### src/rtl/reg_scoreboard.sv
// Register scoreboard: tracks outstanding writes per architectural register and
// gates decode issue on read-after-write hazards and pending-counter saturation.
module reg_scoreboard #(
    parameter int unsigned REG_COUNT    = 16,
    parameter int unsigned REG_PTR_SIZE = 4,
    parameter int unsigned CNT_WIDTH    = 2,
    parameter int unsigned STAT_WIDTH   = 16
) (
    input  logic                    clk,
    input  logic                    reset,
    input  logic                    flush,
    input  logic                    D_valid,
    input  logic                    D_uses_src_0,
    input  logic                    D_uses_src_1,
    input  logic [REG_PTR_SIZE-1:0] D_src_0,
    input  logic [REG_PTR_SIZE-1:0] D_src_1,
    input  logic                    D_writes_dst,
    input  logic [REG_PTR_SIZE-1:0] D_dst,
    input  logic                    X_ready,
    input  logic                    W_valid,
    input  logic [REG_PTR_SIZE-1:0] W_dst,
    output logic                    D_issue,
    output logic                    D_stall,
    output logic                    idle,
    output logic                    err_underflow,
    output logic [STAT_WIDTH-1:0]   stall_cycles
);

    localparam logic [CNT_WIDTH-1:0] CntMax = '1;

    logic [REG_COUNT-1:0][CNT_WIDTH-1:0] pending_q, pending_d;
    logic                                err_underflow_q, err_underflow_d;
    logic [STAT_WIDTH-1:0]               stall_cycles_q, stall_cycles_d;

    logic                 raw0, raw1, full;
    logic                 inc_en, dec_en, underflow;
    logic [REG_COUNT-1:0] inc_vec, dec_vec;

    // Hazard detection and issue decision; purely combinational on registered counts.
    always_comb begin
        raw0      = D_uses_src_0 & (pending_q[D_src_0] != '0);
        raw1      = D_uses_src_1 & (pending_q[D_src_1] != '0);
        full      = D_writes_dst & (pending_q[D_dst] == CntMax);
        D_issue   = ~reset & D_valid & X_ready & ~raw0 & ~raw1 & ~full & ~flush;
        D_stall   = ~reset & D_valid & ~D_issue;
        idle      = (pending_q == '0);
        inc_en    = D_issue & D_writes_dst;
        // A writeback to an idle register is an error, never a decrement.
        dec_en    = W_valid & (pending_q[W_dst] != '0);
        underflow = W_valid & (pending_q[W_dst] == '0);
    end

    // Next-state for pending counters, sticky underflow flag and stall statistic.
    always_comb begin
        inc_vec         = '0;
        dec_vec         = '0;
        pending_d       = pending_q;
        err_underflow_d = err_underflow_q | underflow;
        stall_cycles_d  = stall_cycles_q;

        if (inc_en) inc_vec[D_dst] = 1'b1;
        if (dec_en) dec_vec[W_dst] = 1'b1;

        if (flush) begin
            pending_d = '0;
        end else begin
            for (int i = 0; i < int'(REG_COUNT); i++) begin
                case ({inc_vec[i], dec_vec[i]})
                    2'b10:   pending_d[i] = pending_q[i] + CNT_WIDTH'(1);
                    2'b01:   pending_d[i] = pending_q[i] - CNT_WIDTH'(1);
                    default: pending_d[i] = pending_q[i];
                endcase
            end
        end

        // Saturate rather than wrap so long stalls stay visible.
        if (D_stall && (stall_cycles_q != '1)) begin
            stall_cycles_d = stall_cycles_q + STAT_WIDTH'(1);
        end
    end

    // State registers with synchronous active-high reset.
    always_ff @(posedge clk) begin
        if (reset) begin
            pending_q       <= '0;
            err_underflow_q <= 1'b0;
            stall_cycles_q  <= '0;
        end else begin
            pending_q       <= pending_d;
            err_underflow_q <= err_underflow_d;
            stall_cycles_q  <= stall_cycles_d;
        end
    end

    assign err_underflow = err_underflow_q;
    assign stall_cycles  = stall_cycles_q;

endmodule

### config.mk
export PLATFORM = sky130hd
export DESIGN_NAME = reg_scoreboard
export DESIGN_NICKNAME = d
export VERILOG_FILES = /design/src/rtl/reg_scoreboard.sv
export SDC_FILE = /design/constraint.sdc
export NUM_CORES = 1
export LEC_CHECK = 0
export CORE_UTILIZATION = 62
export CTS_BUF_LIST = sky130_fd_sc_hd__clkbuf_4 sky130_fd_sc_hd__clkbuf_8
export DETAILED_ROUTE_END_ITERATION = 7
export PLACE_DENSITY = 0.88
export SETUP_SLACK_MARGIN = 0.05
export SLEW_MARGIN = 40
export SYNTH_ARGS = -nofsm -noshare
export SYNTH_HDL_FRONTEND = slang
export SYNTH_SLANG_ARGS = --single-unit
### constraint.sdc
create_clock -name clk -period 11 [get_ports clk]
set_input_delay 1.1 -clock clk [delete_from_list [all_inputs] [get_ports clk]]
set_output_delay 1.1 -clock clk [all_outputs]
set_load 0.03 [all_outputs]
==> flow_summary.yaml, run 1 <==
job:
  cap_viol_max_count: 0
logic_synthesis:
  ys_seq_elements: 49
  synth_top_cell_area_share_pct: 28.5
  synth_edf_count: 0
  ys.flop_type: "dfxtp_1"
  synth_cell_types: 45
  yosys_warnings: 0
  synth_top_cell_by_area: "dfxtp_1"
  synth.area.top_cells: "dfxtp_1 (29%), mux4_2 (11%), nor2_1 (6.2%)"
  synthArstFlopShare_pct: 0
  syn-num-nets: 434
  yosysSeqAreaShare_pct: 28.5
  syn_area_um2: 3440
  syn_avg_cell_area_um2: 8.77
  netlist_instances: 392
timing:
  skew_ns: 0.0128
  drv_slew: 0
  worstMarginPinSlew_ns: 0.733
  fmax_mhz: 173
  final.setup.tns_ns: 0
  post-route-period-util_pct: 52.4
  whs_ns: 0.491
  period_minus_slack_ns: 5.77
  slew-limit-headroom_pct: 51.0
  timing.final.ws_setup_ns: 5.23
  rsz0062_at_grt: "false"
  setup_viol: 0
  final-hold-violation-count: 0
critical_path:
  worstPathArrival_ns: 4.67
  cpPeakStageDelay_ns: 0.78
  crit_path_end_kind: "primary output"
  crit_top_cell: "clkdlybuf4s50_1"
  critPathKind: "input port to primary output"
  path_buf_inv: 3
  cp_max_fo: 33
  critical_path.slowest_cell: "clkdlybuf4s50_1"
  critPathRequiredTime_ns: 9.90
  crit_chain: "clkdlybuf4s50_1 > or2_2 > or4_1 > or4_4 > inv_1 > clkdlybuf4s50_1"
  path_delay_family: "simple AND/OR/NAND/NOR gates"
  start_kind: "input port"
placed_design:
  place_congestion: 0.991
  port_buffers: 44
  placed_cell_area_um2: 3880
  dp_hpwl_mm: 6.65
  place_ws_ns: 5.27
  dp.cells: 488
global_routing:
  gr-usage-all-layers_pct: 31.7
  grt_max_degree: 34
  overflow: 0
  grt_first_pass_wirelength_mm: 14.5
  first_global_vias: 3092
  antenna_found_initial: 0
cells_and_area:
  layout_common_cells: "nor2_1 (57), dfxtp_1 (49), clkdlybuf4s50_1 (44)"
  mostFrequentLayoutCell: "nor2_1"
  fin_area_um2: 4000
  final_nets: 467
  antennaDiodeCount: 0
  area_growth_pct: 16.3
  final_util_pct: 76.3
  instances_no_fill: 496
  fill_cells: 365
  drive_above_1_share_pct: 9.15
routing:
  ant_nets: 0
  num_vias: 3261
  drc_errors: 0
  vias_per_cell: 6.57
  dr.first_iter.drc_count: 286
  routed_wl_mm: 8.79
  dr.pass1.iters: 5
  wl_per_cell_um: 17.7
floorplan:
  fp.dieArea_um2: 5850
  start_util_pct: 65.6
  num_io_pins: 45
  core-area_um2: 5240
  num_rows: 26
  die_h_um: 76.5
  die_w_um: 76.5
power:
  power_leakage_nw: 1.27
  vdd_drop_max_v: 0.0000739
  p_total_mw: 0.357
  power_density_nw_per_um2: 89.2
cts:
  worstSkewPairLatency_ns: 0.31
  cts-resized-gates: 0
  cts_sinks: 49
  post_cts_buffers: 0
  ctsRootBufferMaster: "clkbuf_8"
  cts_hold_buf: 0
  cts.path.max_buffers: 2
  cts_tree: "built"
  clkTransAtPathRegs_ns: 0.09
  cts_buffers: 5
  htree_levels: 2
min_path:
  hold_class: "register to register"
outcome:
  status: "completed"
synthesized netlist by cell type (2+ instances only):
cell type,count
nor2b_1,5
inv_1,8
mux2i_1,5
o21ai_0,20
ha_1,17
or4_1,7
dfxtp_1,49
xor2_1,16
buf_6,3
nor3_1,8
nand2_1,28
nand3b_1,3
or3_1,23
and3_1,3
o31ai_1,6
nor2_1,57
nor4_1,6
nand2b_1,5
o22ai_1,2
nand3_1,12
a21oi_1,28
nand4_1,8
clkbuf_1,14
nor3_2,2
mux2_2,3
a211oi_1,2
xnor2_1,16
mux4_1,2
mux4_2,17
and4_1,2
layer usage:
| metal | vias to the layer above | GRT usage, % | wire length [um] |
|---|---|---|---|
| met1 | 1550 | 42.1 | 3700 |
| met3 | 29 | 6.83 | 872 |
| met5 | - | 0 | 0 |
| met2 | 186 | 48.6 | 3980 |
| met4 | 0 | 15.6 | 246 |
| li1 | 1496 | - | - |
final cells by class:
| type | count | area (um^2) | share of cell area, % |
|---|---|---|---|
| Clock buffer | 7 | 90.1 | 2.25 |
| Clock inverter | 1 | 30.0 | 0.751 |
| Inverter | 8 | 30.0 | 0.751 |
| Multi-Input combinational cell | 316 | 2330 | 58.3 |
| Sequential cell | 49 | 981 | 24.5 |
| Tap cell | 70 | 87.6 | 2.19 |
| Timing Repair Buffer | 45 | 448 | 11.2 |
worst paths after layout:
kind                                                  from  slack [ns]  cells past startpoint                    endpoint
worst max register to register  pending_q[28]$_SDFFE_PP0P_        7.41                     10  pending_q[15]$_SDFFE_PP0P_
worst max-delay path                                 reset        5.23                      6                     D_issue
worst min register to register    err_underflow$_SDFF_PP0_        0.49                      2    err_underflow$_SDFF_PP0_
worst min-delay path              err_underflow$_SDFF_PP0_        0.49                      2    err_underflow$_SDFF_PP0_
worst register-to-register path, cell delays in order, from the launching register on:
cell and delay [ns]:
dfxtp_1 0.37, nor2_1 0.29, mux4_2 0.29, nor2_1 0.03, or4_1 0.54, or4_4 0.64
nor4b_4 0.35, nand3_1 0.13, ha_1 0.35, or3_1 0.37, a21oi_1 0.14
kinds of logic after synthesis:
group | synth area share (%)
buffers and inverters | 3.64
multiplexers | 15.5
adder cells (fa/ha/maj) | 6.19
AND/OR/NAND/NOR | 26.9
XOR/XNOR | 8.15
AO/OA/AOI/OAI | 11.1
flip-flops | 28.5
flip-flops by register name (all words and copies together), names as in the netlist:
signal,flops
pending_q,32
stall_cycles,16
err_underflow,1
power by group:
group          internal, mW  switching (mW)  total, mW
Combinational        0.0175          0.0222     0.0397
Clock                0.0767          0.0608      0.137
Sequential            0.178         0.00124      0.179
No activity file was read; power rests on OpenSTA's default activity.
==> inputs of run 2 (changes only) <==
CORE_UTILIZATION = 58   (was 62)
PLACE_DENSITY = 0.83   (was 0.88)
clock period = 5.6 ns   (was 11 ns; I/O delays follow)
==> flow_summary.yaml, run 2 (synthesized netlist as in run 1, its figures left out) <==
floorplan:
  die_w_um: 79.0
  start_util_pct: 61.3
  num_io_pins: 45
  core-area_um2: 5610
  num_rows: 27
  die_h_um: 79.0
  fp.dieArea_um2: 6240
routing:
  num_vias: 3170
  ant_nets: 0
  dr.pass1.iters: 5
  vias_per_cell: 6.35
  wl_per_cell_um: 17.5
  routed_wl_mm: 8.71
  dr.first_iter.drc_count: 324
  drc_errors: 0
timing:
  period_minus_slack_ns: 4.55
  drv_slew: 0
  setup_viol: 0
  skew_ns: 0.00381
  final-hold-violation-count: 0
  final.setup.tns_ns: 0
  fmax_mhz: 220
  whs_ns: 0.515
  worstMarginPinSlew_ns: 0.687
  rsz0062_at_grt: "false"
  slew-limit-headroom_pct: 54.1
  post-route-period-util_pct: 81.3
cts:
  htree_levels: 2
  cts_buffers: 5
  cts_sinks: 49
  cts_hold_buf: 0
  worstSkewPairLatency_ns: 0.31
  cts_tree: "built"
  post_cts_buffers: 0
  ctsRootBufferMaster: "clkbuf_8"
  cts-resized-gates: 0
  cts.path.max_buffers: 2
  clkTransAtPathRegs_ns: 0.09
critical_path:
  worstPathArrival_ns: 3.99
  critPathKind: "input port to primary output"
  crit_path_end_kind: "primary output"
  critPathRequiredTime_ns: 5.04
  cp_max_fo: 12
  start_kind: "input port"
global_routing:
  grtUsageMet3_pct: 6.32
  antenna_found_initial: 0
  overflow: 0
  grt_first_pass_wirelength_mm: 14.2
  busiest_layer: "met2"
  grt_max_degree: 34
  grt_util_met1_pct: 39.9
  use_met2_pct: 45.6
  first_global_vias: 2992
  gr-usage-all-layers_pct: 29.3
cells_and_area:
  largest_reg_flops: 32
  layout_common_cells: "nor2_1 (57), dfxtp_1 (49), clkdlybuf4s50_1 (44)"
  fin_area_um2: 4000
  area_growth_pct: 16.4
  mostFrequentLayoutCell: "nor2_1"
  final_util_pct: 71.4
  regMostFlops: "pending_q"
  drive_above_1_share_pct: 9.37
  antennaDiodeCount: 0
  final_nets: 468
job:
  cap_viol_max_count: 0
placed_design:
  port_buffers: 44
  dp_hpwl_mm: 6.54
  place_congestion: 0.984
  placed_cell_area_um2: 3890
power:
  power_leakage_nw: 1.26
  vdd_drop_max_v: 0.000213
  power_density_nw_per_um2: 172
min_path:
  hold_class: "register to register"
outcome:
  status: "completed"
==> run 2: metal layers <==
layer,wire (um),share of wire (%)
met5,0,0
met1,3800,44
met3,756,8.7
met4,134,1.5
met2,4020,46
==> run 2: power by group <==
part	internal (mW)	switching [mW]	total, mW
clock network	0.134	0.125	0.259
registers	0.350	0.00248	0.353
logic	0.0347	0.0434	0.0781
==> run 2: path summary, 6_finish.rpt <==
kind	startpoint	end	slack, ns	cells past startpoint
max	D_dst[0]	D_issue	1.05	7
min	pending_q[29]$_SDFFE_PP0P_	pending_q[29]$_SDFFE_PP0P_	0.52	2
max reg2reg	pending_q[30]$_SDFFE_PP0P_	pending_q[15]$_SDFFE_PP0P_	1.97	10
min reg2reg	pending_q[29]$_SDFFE_PP0P_	pending_q[29]$_SDFFE_PP0P_	0.52	2
==> run 2: critical path, stage by stage <==
cell and delay, ns:
clkdlybuf4s50_1 0.81, mux4_1 0.60, mux4_2 0.46, o21a_2 0.16
or4_4 0.63, inv_1 0.10, clkdlybuf4s50_1 0.66
==> run 2: layout make-up <==
cell class / instances / area, um^2
clock buffer: 5 / 68.8
clock inverter: 3 / 46.3
fill: 467 / 1600
inverter: 8 / 30.0
multi-input combinational: 316 / 2330
sequential: 49 / 981
tap: 72 / 90.1
timing repair buffer: 46 / 455
==> run 2: stage by stage <==
stage	std cells	setup WS (ns)	power, mW
3_3_place_gp	491	1.04	0.436
4_1_cts	499	1.03	0.693
6_report	499	1.05	0.689
5_1_grt	499	0.942	0.716
2_1_floorplan	392	1.90	0.406
3_5_place_dp	491	0.990	0.438
==> inputs of run 3 (changes only) <==
clock period = 4.5 ns   (was 5.6 ns; I/O delays follow)
==> flow_summary.yaml, run 3 (synthesized netlist as in run 1, its figures left out) <==
routing:
  vias_per_cell: 6.41
  dr.first_iter.drc_count: 319
  dr.pass1.iters: 5
  wl_per_cell_um: 18.1
  routed_wl_mm: 9.12
  ant_nets: 0
  drc_errors: 0
  num_vias: 3232
floorplan:
  start_util_pct: 61.3
  num_rows: 27
  num_io_pins: 45
  die_h_um: 79.0
  die_w_um: 79.0
  fp.dieArea_um2: 6240
  core-area_um2: 5610
cts:
  worstSkewPairLatency_ns: 0.31
  htree_levels: 2
  cts.path.max_buffers: 2
  post_cts_buffers: 0
  cts-resized-gates: 0
  cts_buffers: 5
  clkTransAtPathRegs_ns: 0.09
  cts_tree: "built"
  cts_hold_buf: 0
  ctsRootBufferMaster: "clkbuf_8"
  cts_sinks: 49
critical_path:
  path_delay_family: "buffers and inverters"
  critPathRequiredTime_ns: 4.05
  worstPathArrival_ns: 3.85
  crit_top_cell: "clkdlybuf4s50_1"
  critical_path.slowest_cell: "clkdlybuf4s50_1"
  crit_chain: "clkdlybuf4s50_1 > mux4_1 > mux4_2 > o21a_2 > or4_4 > inv_1 > clkdlybuf4s50_1"
  cp_max_fo: 9
  critPathKind: "input port to primary output"
  crit_path_end_kind: "primary output"
  cpPeakStageDelay_ns: 0.75
  path_buf_inv: 3
  start_kind: "input port"
power:
  p_total_mw: 0.804
  power_density_nw_per_um2: 200
  vdd_drop_max_v: 0.000159
  power_leakage_nw: 1.28
cells_and_area:
  antennaDiodeCount: 0
  largest_reg_flops: 32
  mostFrequentLayoutCell: "nor2_1"
  drive_above_1_share_pct: 10.4
  area_growth_pct: 16.7
  regMostFlops: "pending_q"
  layout_common_cells: "nor2_1 (57), dfxtp_1 (49), clkdlybuf4s50_1 (44)"
  instances_no_fill: 504
  final_util_pct: 71.6
  fin_area_um2: 4010
  final_nets: 473
global_routing:
  antenna_found_initial: 0
  overflow: 0
  grt_first_pass_wirelength_mm: 15.1
  first_global_vias: 3090
  grt_max_degree: 33
  gr-usage-all-layers_pct: 31.4
outcome:
  status: "completed"
timing:
  final-hold-violation-count: 0
  post-route-period-util_pct: 95.4
  final.setup.tns_ns: 0
  fmax_mhz: 233
  slew-limit-headroom_pct: 65.3
  rsz0062_at_grt: "false"
  drv_slew: 0
  whs_ns: 0.518
  skew_ns: 0.00424
  setup_viol: 0
  period_minus_slack_ns: 4.30
  timing.final.ws_setup_ns: 0.205
  worstMarginPinSlew_ns: 0.519
placed_design:
  port_buffers: 44
  dp.cells: 496
  placed_cell_area_um2: 3930
  place_ws_ns: 0.118
  dp_hpwl_mm: 7.01
  place_congestion: 0.979
job:
  cap_viol_max_count: 0
min_path:
  hold_class: "register to register"
## run 3: routing by layer
metal,GRT usage [%],vias up,wire (um)
met5,0,-,0
met4,11.6,0,155
met3,4.37,15,709
met2,50.1,148,4310
met1,43.1,1562,3940
li1,-,1507,-
## run 3: area by class of cell
cell class              count  area, um^2
multi-input cells         316        2330
flip-flops and latches     49         981
well taps                  72        90.1
clock buffers               5        68.8
fillers                   471        1600
repair buffers             51         493
clock inverters             3        17.5
inverters                   8        30.0
## run 3: worst reg2reg max path, cell delays in order, from the launching register on
cell,delay [ns]
dfxtp_1,0.36
nor2_1,0.36
mux4_2,0.32
nor2_1,0.05
or4_1,0.54
or4_4,0.63
nor4_4,0.27
nand3_1,0.12
ha_1,0.33
or3_1,0.38
a21oi_1,0.17
## run 3: path summary, 6_finish.rpt
| path | slack (ns) | depth (start not counted) | from | to |
|---|---|---|---|---|
| setup reg to reg | 0.90 | 10 | pending_q[28]$_SDFFE_PP0P_ | pending_q[13]$_SDFFE_PP0P_ |
| setup / recovery | 0.20 | 7 | D_dst[0] | D_issue |
| hold / removal | 0.52 | 2 | pending_q[3]$_SDFFE_PP0P_ | pending_q[3]$_SDFFE_PP0P_ |
| hold reg to reg | 0.52 | 2 | pending_q[3]$_SDFFE_PP0P_ | pending_q[3]$_SDFFE_PP0P_ |
## run 3: report_power, final
group	total (mW)	switching (mW)	internal (mW)
combinational	0.102	0.0561	0.0460
sequential	0.439	0.00286	0.436
clock	0.263	0.156	0.108
